## config.mk

```make
export PLATFORM = sky130hd
export DESIGN_NAME = battleship_board_renderer
export DESIGN_NICKNAME = d
export VERILOG_FILES = /design/src/rtl/battleship_board_renderer.sv
export SDC_FILE = /design/constraint.sdc
export NUM_CORES = 1
export LEC_CHECK = 0
export CAP_MARGIN = 0
export CELL_PAD_IN_SITES_DETAIL_PLACEMENT = 2
export CELL_PAD_IN_SITES_GLOBAL_PLACEMENT = 2
export CORE_AREA = 10 10 234 236
export CTS_CLUSTER_DIAMETER = 80
export DETAILED_ROUTE_END_ITERATION = 7
export DIE_AREA = 0 0 244 246
export PLACE_DENSITY_LB_ADDON = 0.1
export SLEW_MARGIN = 20
export SYNTH_ARGS = -nofsm -noshare
export SYNTH_HDL_FRONTEND = slang
export SYNTH_SLANG_ARGS = --single-unit
```

## constraint.sdc

```tcl
create_clock -name clk -period 9.4 [get_ports clk]
set_clock_uncertainty 0.1 [all_clocks]
set_input_delay 2.82 -clock clk [delete_from_list [all_inputs] [get_ports clk]]
set_output_delay 2.82 -clock clk [all_outputs]
set_load 0.01 [all_outputs]
```

## src/rtl/battleship_board_renderer.sv

```systemverilog
// battleship_board_renderer
// Game board for the VGA battleship display. Debounces five buttons, moves a cursor over the
// grid, records shots against a ship mask and renders the board into a registered pixel colour.
//
// Ports:
//   clk        pixel/system clock
//   reset      synchronous, active-high
//   bright     visible-area flag from the sync generator
//   hCount     horizontal scan position
//   vCount     vertical scan position
//   btn_l/r/u/d raw direction buttons; btn_c raw fire button
//   ship_mask  ship cells, bit row*GRID_COLS+col
//   rgb        registered pixel colour (colour for the scan position of the previous clock)
//   score      hit count (saturating)
//   shots      valid shots fired (saturating)
//   game_over  high once every ship cell has been hit
//
// Build option: define CURSOR_BLINK_EN to blink the cursor every 32 frames.
module battleship_board_renderer #(
  parameter int unsigned GRID_COLS    = 10,
  parameter int unsigned GRID_ROWS    = 10,
  parameter int unsigned CELL_W       = 64,
  parameter int unsigned CELL_H       = 48,
  parameter int unsigned GRID_LEFT    = 144,
  parameter int unsigned GRID_TOP     = 35,
  parameter int unsigned LINE_THICK   = 1,
  parameter int unsigned CURSOR_THICK = 2,
  parameter int unsigned DB_BITS      = 16
) (
  input  logic                           clk,
  input  logic                           reset,
  input  logic                           bright,
  input  logic [9:0]                     hCount,
  input  logic [9:0]                     vCount,
  input  logic                           btn_l,
  input  logic                           btn_r,
  input  logic                           btn_u,
  input  logic                           btn_d,
  input  logic                           btn_c,
  input  logic [GRID_COLS*GRID_ROWS-1:0] ship_mask,
  output logic [11:0]                    rgb,
  output logic [15:0]                    score,
  output logic [15:0]                    shots,
  output logic                           game_over
);

  localparam int unsigned NCells = GRID_COLS * GRID_ROWS;
  localparam int unsigned IdxW   = (NCells > 1) ? $clog2(NCells) : 1;
  localparam int unsigned ColW   = (GRID_COLS > 1) ? $clog2(GRID_COLS) : 1;
  localparam int unsigned RowW   = (GRID_ROWS > 1) ? $clog2(GRID_ROWS) : 1;

  localparam logic [ColW-1:0] ColMax = ColW'(GRID_COLS - 1);
  localparam logic [RowW-1:0] RowMax = RowW'(GRID_ROWS - 1);

  // Scan-domain constants, all in hCount/vCount width.
  localparam logic [9:0] GridLeftP = 10'(GRID_LEFT);
  localparam logic [9:0] GridTopP  = 10'(GRID_TOP);
  localparam logic [9:0] GridWP    = 10'(GRID_COLS * CELL_W + LINE_THICK);
  localparam logic [9:0] GridHP    = 10'(GRID_ROWS * CELL_H + LINE_THICK);
  localparam logic [9:0] CellWP    = 10'(CELL_W);
  localparam logic [9:0] CellHP    = 10'(CELL_H);
  localparam logic [9:0] LineP     = 10'(LINE_THICK);
  localparam logic [9:0] CurInP    = 10'(LINE_THICK + CURSOR_THICK);
  localparam logic [9:0] CurRP     = 10'(CELL_W - CURSOR_THICK);
  localparam logic [9:0] CurBP     = 10'(CELL_H - CURSOR_THICK);
  localparam logic [9:0] ColsP     = 10'(GRID_COLS);
  localparam logic [9:0] RowsP     = 10'(GRID_ROWS);

  // Button vector order: {c, d, u, r, l}
  localparam int unsigned BL = 0;
  localparam int unsigned BR = 1;
  localparam int unsigned BU = 2;
  localparam int unsigned BD = 3;
  localparam int unsigned BC = 4;

  typedef enum logic [1:0] {StIdle, StPlay, StOver} state_e;

  state_e              st_q, st_d;
  logic [DB_BITS-1:0]  db_cnt_q;
  logic [4:0]          hist0_q, hist0_d, hist1_q, hist1_d, deb_q, deb_d;
  logic [ColW-1:0]     col_q, col_d;
  logic [RowW-1:0]     row_q, row_d;
  logic [NCells-1:0]   hit_q, hit_d, miss_q, miss_d;
  logic [15:0]         score_q, score_d, shots_q, shots_d;
  logic [11:0]         rgb_q, rgb_d;

  logic                tick;
  logic [4:0]          btn_raw, deb_new, press;
  logic [IdxW-1:0]     cur_idx;

  assign btn_raw = {btn_c, btn_d, btn_u, btn_r, btn_l};
  // The counter wraps to zero on the edge that ends this cycle; that edge samples the buttons.
  assign tick    = &db_cnt_q;
  assign cur_idx = IdxW'(int'(row_q) * int'(GRID_COLS) + int'(col_q));

  // Game logic: debounce, cursor, shot map, FSM.
  always_comb begin
    st_d    = st_q;
    hist0_d = hist0_q;
    hist1_d = hist1_q;
    deb_d   = deb_q;
    col_d   = col_q;
    row_d   = row_q;
    hit_d   = hit_q;
    miss_d  = miss_q;
    score_d = score_q;
    shots_d = shots_q;

    // Debounced = current sample plus the two previous tick samples all high.
    deb_new = btn_raw & hist0_q & hist1_q;
    press   = tick ? (deb_new & ~deb_q) : 5'b0;
    if (tick) begin
      hist1_d = hist0_q;
      hist0_d = btn_raw;
      deb_d   = deb_new;
    end

    if (st_q != StOver) begin
      if (press[BL]) begin
        if (col_q != '0) col_d = col_q - 1'b1;
      end else if (press[BR]) begin
        if (col_q != ColMax) col_d = col_q + 1'b1;
      end
      if (press[BU]) begin
        if (row_q != '0) row_d = row_q - 1'b1;
      end else if (press[BD]) begin
        if (row_q != RowMax) row_d = row_q + 1'b1;
      end
    end

    // Shots use the pre-move cell (cur_idx comes from the current registers).
    if (st_q == StPlay && press[BC] && !hit_q[cur_idx] && !miss_q[cur_idx]) begin
      if (ship_mask[cur_idx]) begin
        hit_d[cur_idx] = 1'b1;
        if (score_q != 16'hFFFF) score_d = score_q + 16'd1;
      end else begin
        miss_d[cur_idx] = 1'b1;
      end
      if (shots_q != 16'hFFFF) shots_d = shots_q + 16'd1;
    end

    unique case (st_q)
      StIdle:  if (|ship_mask) st_d = StPlay;
      StPlay:  if ((ship_mask & ~hit_q) == '0) st_d = StOver;
      StOver:  st_d = StOver;
      default: st_d = StIdle;
    endcase
  end

  // Cursor visibility.
  logic cursor_vis;
`ifdef CURSOR_BLINK_EN
  logic [5:0] frame_q;
  always_ff @(posedge clk) begin
    if (reset) begin
      frame_q <= '0;
    end else if (hCount == 10'd0 && vCount == 10'd0) begin
      frame_q <= frame_q + 6'd1;
    end
  end
  assign cursor_vis = ~frame_q[5];
`else
  assign cursor_vis = 1'b1;
`endif

  // Pixel decode.
  logic [9:0]      rel_x, rel_y, px_col, px_row, x_off, y_off;
  logic            x_in, y_in, x_line, y_line, in_grid, in_cell, cur_cell, cur_band, cursor_px;
  logic [IdxW-1:0] px_idx;

  always_comb begin
    rel_x   = hCount - GridLeftP;
    rel_y   = vCount - GridTopP;
    x_in    = (hCount >= GridLeftP) && (rel_x < GridWP);
    y_in    = (vCount >= GridTopP) && (rel_y < GridHP);
    px_col  = rel_x / CellWP;
    px_row  = rel_y / CellHP;
    x_off   = rel_x % CellWP;
    y_off   = rel_y % CellHP;
    // Column index GRID_COLS only occurs on the final right-hand line; same for rows.
    x_line  = (x_off < LineP) || (px_col >= ColsP);
    y_line  = (y_off < LineP) || (px_row >= RowsP);
    in_grid = x_in && y_in;
    in_cell = in_grid && !x_line && !y_line;
    px_idx  = IdxW'(px_row * ColsP + px_col);
    cur_cell  = in_cell && (px_col == 10'(col_q)) && (px_row == 10'(row_q));
    cur_band  = (x_off < CurInP) || (x_off >= CurRP) || (y_off < CurInP) || (y_off >= CurBP);
    cursor_px = cur_cell && cur_band && cursor_vis;

    rgb_d = 12'h000;
    if (!bright) begin
      rgb_d = 12'h000;
    end else if (cursor_px) begin
      rgb_d = 12'hFF0;
    end else if (in_grid && (x_line || y_line)) begin
      rgb_d = 12'hFFF;
    end else if (in_cell && hit_q[px_idx]) begin
      rgb_d = 12'hF00;
    end else if (in_cell && miss_q[px_idx]) begin
      rgb_d = 12'h888;
    end else if (in_cell) begin
      rgb_d = (st_q == StOver) ? 12'h0F0 : 12'h00F;
    end
  end

  always_ff @(posedge clk) begin
    if (reset) begin
      st_q     <= StIdle;
      db_cnt_q <= '0;
      hist0_q  <= '0;
      hist1_q  <= '0;
      deb_q    <= '0;
      col_q    <= '0;
      row_q    <= '0;
      hit_q    <= '0;
      miss_q   <= '0;
      score_q  <= '0;
      shots_q  <= '0;
      rgb_q    <= '0;
    end else begin
      st_q     <= st_d;
      db_cnt_q <= db_cnt_q + 1'b1;
      hist0_q  <= hist0_d;
      hist1_q  <= hist1_d;
      deb_q    <= deb_d;
      col_q    <= col_d;
      row_q    <= row_d;
      hit_q    <= hit_d;
      miss_q   <= miss_d;
      score_q  <= score_d;
      shots_q  <= shots_d;
      rgb_q    <= rgb_d;
    end
  end

  assign rgb       = rgb_q;
  assign score     = score_q;
  assign shots     = shots_q;
  assign game_over = (st_q == StOver);

endmodule

```

==> flow_summary.toml, run 1 <==
[final_layout]
final_common_cell = "nor2_1"
nets = 2376
multi_input_area_um2 = 10700
finalInstanceArea_um2 = 21000
fill_cells = 5621
area.growth.synth_to_final_pct = 20.7
fin_cells = 2914
seq_area_um2 = 5590
final_util_pct = 42.0
layout-drive-gt1-share_pct = 12.5
layout_common_cells = "nor2_1 (328), dfxtp_1 (278), clkdlybuf4s50_1 (171)"

[synth]
yosysUniqueCellTypes = 95
synth_warnings = 0
syn_area_per_cell_um2 = 8.26
synthFlopType = "dfxtp_1"
syn_inst = 2101
synth_top_cell_by_area = "dfxtp_1"
syn_nets = 2262
synth_largest_type_area_fraction_pct = 32.2
yosysSeqAreaShare_pct = 32.2
yosys-top-cells-area = "dfxtp_1 (32%), mux4_2 (8.7%), nor2_1 (7.2%)"
syn-cell-area_um2 = 17400
synthArstFlopShare_pct = 0
ys_ff_latch = 279
synth-edff-count = 0

[cts]
cts_max_level = 2
cts_buffers = 35
cts_hold_repair.buffers = 0
cts_buffer_depth = 3
clk-insertion-delay-late_ns = 0.56
post_cts_buffers = 0
clkTransAtPathRegs_ns = 0.06
cts_sinks = 279
cts_tree = "yes"
ctsResizeCount = 0
cts_root_buf = "clkbuf_16"

[placement]
placed_area_um2 = 19800
gp_congestion = 0.930
hpwl_mm = 66.3
placedCellCount = 2850
io_buffers = 172

[floorplan]
ioPinCount = 173
coreArea_um2 = 49900
die_y_um = 246
die_area_um2 = 60000
rows = 82
die_w_um = 244
start_util_pct = 34.8

[route]
drc = 0
route.vias.total = 18500
finalWirelength_mm = 89.8
drt_iter0_markers = 1835
viasPerCell = 6.34
ant_nets = 0
dr.pass1.iters = 5
wl_per_cell_um = 30.8

[global_route]
grt_max_degree = 183
grt_overflow = 0
antenna_found_initial = 4
grt_pass1_vias = 19200
grt_pass1_wl_mm = 132
grt_usage_pct = 29.1

[power]
leakagePower_nw = 7.43
power_density_nw_per_um2 = 157
vdd_ir_drop_max_mv = 0.0894

[min_path]
hold_depth = 2
hold_class = "reg2reg"

[critical_path]
cp_max_fo = 11
worst_ep_required_time_ns = 9.77
reg2reg_to = "hit_q[4]"
reg2reg_depth = 13
reg2reg_slack_ns = 2.95
endpoint_kind = "flop"
critPathLaunch = "vCount[2]"
cp.arrival_ns = 8.95
start_kind = "primary input"
critPathCapture = "rgb[2]"
worstSetupPathType = "in2reg"
r2r_start = "row_q[0]"

[run_status]
status = "complete, no violations"

[sta]
finalCritPeriodShare_pct = 91.3
drv_slew = 0
fin_crit_ns = 8.58
fin_tns_setup_ns = 0
finalSetupViolCount = 0
finalHoldViolations = 0
rsz0062_at_grt = "no"
slew_headroom_pct = 16.0
max_freq_ghz = 0.117
worst_pin_slew_ns = 1.25

[run]
drv_cap = 0
## power by group
part	switching, mW	internal, mW	total [mW]
sequential	0.00527	1.19	1.19
combinational	0.464	0.293	0.757
clock	0.573	0.766	1.34
total	1.04	2.25	3.29
## per-stage QoR
stage / power [mW] / hold WS [ns] / setup WS [ns]
final: 3.29 / 0.360 / 0.822
after floorplan: 1.66 / 0.326 / 1.12
after global placement: 1.94 / 0.341 / 0.374
after global routing: 3.40 / 0.381 / 0.318
after CTS: 3.29 / 0.364 / 0.777
after detailed placement: 1.96 / 0.356 / 0.215
## area by class of cell
class	instances	share of cell area (%)
Inverter	122	2.19
Timing Repair Buffer	238	10.7
Sequential cell	279	26.7
Antenna cell	4	0.0478
Tap cell	672	4.01
Multi-Input combinational cell	1539	51.2
Clock buffer	50	4.93
Clock inverter	10	0.340
## critical path, cell delays in order
cell and delay (ns):
clkdlybuf4s50_1 0.64, o31a_1 0.43, nor4_2 0.51, nor2_1 0.17, buf_4 0.22, maj3_1 0.36, o221ai_1 0.36, ha_1 0.31
ha_1 0.36, a21oi_1 0.29, xor2_2 0.44, mux4_2 0.56, mux2_2 0.29, mux2i_1 0.22, o211ai_1 0.20, or4_4 0.52
a211oi_2 0.21
## cell usage after synthesis, types with 11 or more instances
cell / instances
and3_1: 31
a21oi_1: 166
inv_1: 122
dfxtp_1: 279
nor2b_1: 24
mux2i_1: 22
xnor2_1: 45
nor2_1: 331
a211oi_1: 24
buf_4: 11
a2111oi_0: 12
a31oi_1: 110
mux2_2: 25
a21o_1: 11
nand3_1: 54
clkbuf_1: 100
o21ai_0: 45
nand4_1: 36
nand2_1: 109
ha_1: 27
o22ai_1: 47
a221oi_1: 23
o211ai_1: 13
mux4_2: 67
xor2_1: 22
buf_2: 39
nor4_1: 45
nor3b_1: 17
nor3_1: 36
## sequential cells by signal (all words and copies together) (netlist names)
signal    count
hit_q       100
miss_q      100
db_cnt_q     16
score        16
shots        16
rgb           6
deb_q         5
hist0_q       5
hist1_q       5
col_q         4
row_q         4
st_q          2
## cells by family (layout without fill, tap and decap cells)
logic type	count (synthesis)	count (layout)	synth area share [%]
AOI/OAI and AO/OA	554	554	21.2
xor gates and xnor gates	70	70	3.80
adders and majority gates	35	35	2.76
buffers and inverters	283	420	6.81
DFF	279	279	32.2
muxes	118	118	11.8
other	0	4	0
and+or+nand+nor	762	762	21.4
## worst min-delay path by stage
stage                        endpoint  slack (ns)        start
after detailed placement     deb_q[1]        0.36     deb_q[1]
after floorplan           db_cnt_q[0]        0.33  db_cnt_q[0]
final                        deb_q[1]        0.36     deb_q[1]
after global routing       hist1_q[4]        0.38   hist1_q[4]
after global placement     hist1_q[4]        0.34   hist1_q[4]
after CTS                    deb_q[1]        0.36     deb_q[1]
## metal layers
| layer | track usage [%] | vias to the layer above | share of wire, % |
|---|---|---|---|
| met3 | 7.90 | 189 | 9.4 |
| li1 | - | 7956 | - |
| met2 | 45.2 | 940 | 44 |
| met1 | 37.7 | 9391 | 42 |
| met5 | 0 | - | 0.019 |
| met4 | 11.5 | 2 | 4.1 |
(Power assumes the default switching activity.)
==> inputs of run 2 (changes only) <==
- CTS_CLUSTER_DIAMETER: 80 -> not set
==> flow_summary.toml, run 2 (same netlist as run 1, synthesis figures left out) <==
[cts]
cts_tree = "yes"
cts_hold_repair.buffers = 0
ctsResizeCount = 0
cts_buffer_depth = 3
cts_buffers = 35
post_cts_buffers = 0
cts_max_level = 2
cts_root_buf = "clkbuf_16"
clk-insertion-delay-late_ns = 0.55
cts_sinks = 279
clkTransAtPathRegs_ns = 0.06

[route]
finalWirelength_mm = 89.4
wl_per_cell_um = 30.7
ant_nets = 0
drc = 0
viasPerCell = 6.33
drt_iter0_markers = 1888
dr.pass1.iters = 6
route.vias.total = 18400

[sta]
finalCritPeriodShare_pct = 91.6
fin_crit_ns = 8.61
drv_slew = 0
slew_headroom_pct = 22.7
fin_tns_setup_ns = 0
rsz0062_at_grt = "no"
worst_pin_slew_ns = 1.16
finalHoldViolations = 0
max_freq_ghz = 0.116
finalSetupViolCount = 0

[critical_path]
reg2reg_depth = 13
worstSetupPathType = "in2reg"
cp.arrival_ns = 8.97
endpoint_kind = "flop"
r2r_start = "row_q[0]"
cp_max_fo = 11
crit_top_cell = "ha_1"
cpPeakStageDelay_ns = 0.67
worst_ep_required_time_ns = 9.76
reg2reg_slack_ns = 2.95
crit_slowest_cell = "clkdlybuf4s50_1"
reg2reg_to = "hit_q[4]"
crit_chain = "clkdlybuf4s50_1 -> o31a_1 -> nor4_2 -> nor2_1 -> buf_4 -> maj3_1 -> o221ai_1 -> ha_1 -> ha_1 -> a21oi_1 -> xor2_2 -> mux4_2 -> mux2_2 -> mux2i_1 -> o211ai_1 -> or4_4 -> a211oi_2"
start_kind = "primary input"

[floorplan]
coreArea_um2 = 49900
rows = 82
start_util_pct = 34.8
die_w_um = 244
ioPinCount = 173
die_y_um = 246
die_area_um2 = 60000

[final_layout]
fill_cells = 5614
antenna_cells = 0
seq_area_um2 = 5590
layout_common_cells = "nor2_1 (328), dfxtp_1 (278), clkdlybuf4s50_1 (171)"
reg_top3 = "hit_q x100, miss_q x100"
layout-drive-gt1-share_pct = 12.4
nets = 2376
final_common_cell = "nor2_1"
final_util_pct = 42.0
fin_cells = 2908
multi_input_area_um2 = 10700
finalInstanceArea_um2 = 20900
area.growth.synth_to_final_pct = 20.5

[run]
drv_cap = 0

[power]
vdd_ir_drop_max_mv = 0.0827
finalPower_mw = 3.27
leakagePower_nw = 7.41
power_density_nw_per_um2 = 156

[run_status]
status = "complete, no violations"

[min_path]
min_to = "deb_q[1]"
hold_depth = 2
hold_class = "reg2reg"
min_from = "deb_q[1]"

[global_route]
grt_max_degree = 183
grt_pass1_vias = 19100
grt_overflow = 0
grt_usage_pct = 29.1
grt_pass1_wl_mm = 132
antenna_found_initial = 2

[placement]
io_buffers = 172
gp_congestion = 0.930
hpwl_mm = 66.3
placed_area_um2 = 19800
placedCellCount = 2850
-- run 2: where the power goes --
group          total [mW]  switching (mW)  internal, mW
Clock                1.33           0.558         0.768
Combinational       0.754           0.461         0.293
Sequential           1.19         0.00526          1.19
Total                3.27            1.02          2.25
-- run 2: routing by layer --
layer	track usage (%)	up-vias	wire length (um)
met5	0	-	27
met4	11.6	4	3930
met3	8.62	202	8820
met2	44.7	903	39100
met1	37.6	9355	37500
li1	-	7948	-
-- run 2: how the worst max path moves through the flow --
stage | slack, ns | depth (start not counted) | to | from
after global routing | 0.31 | 17 | rgb[2] | vCount[2]
after CTS | 0.77 | 17 | rgb[2] | vCount[3]
final | 0.79 | 17 | rgb[2] | vCount[4]
after detailed placement | 0.22 | 17 | rgb[2] | vCount[3]
after global placement | 0.37 | 17 | rgb[2] | vCount[2]
after floorplan | 1.12 | 17 | rgb[2] | vCount[0]
-- run 2: final cells by class --
class	instances	area share, %
Clock buffer	49	4.77
Inverter	122	2.19
Sequential cell	279	26.7
Timing Repair Buffer	238	10.7
Clock inverter	9	0.430
Multi-Input combinational cell	1539	51.2
Tap cell	672	4.02
-- run 2: worst max-delay path: cells and delay by family --
| kind | cells | cell delay, ns |
|---|---|---|
| adder cells (fa/ha/maj) | 3 | 1.03 |
| AND/OR/NAND/NOR | 3 | 1.20 |
| buffers and inverters | 2 | 0.89 |
| AO/OA/AOI/OAI | 5 | 1.47 |
| multiplexers | 3 | 1.08 |
| XOR/XNOR | 1 | 0.44 |
-- run 2: per-stage QoR --
stage | hold slack, ns | setup WS [ns]
after global placement | 0.341 | 0.374
after detailed placement | 0.356 | 0.215
after floorplan | 0.326 | 1.12
after CTS | 0.364 | 0.769
final | 0.359 | 0.791
after global routing | 0.381 | 0.313
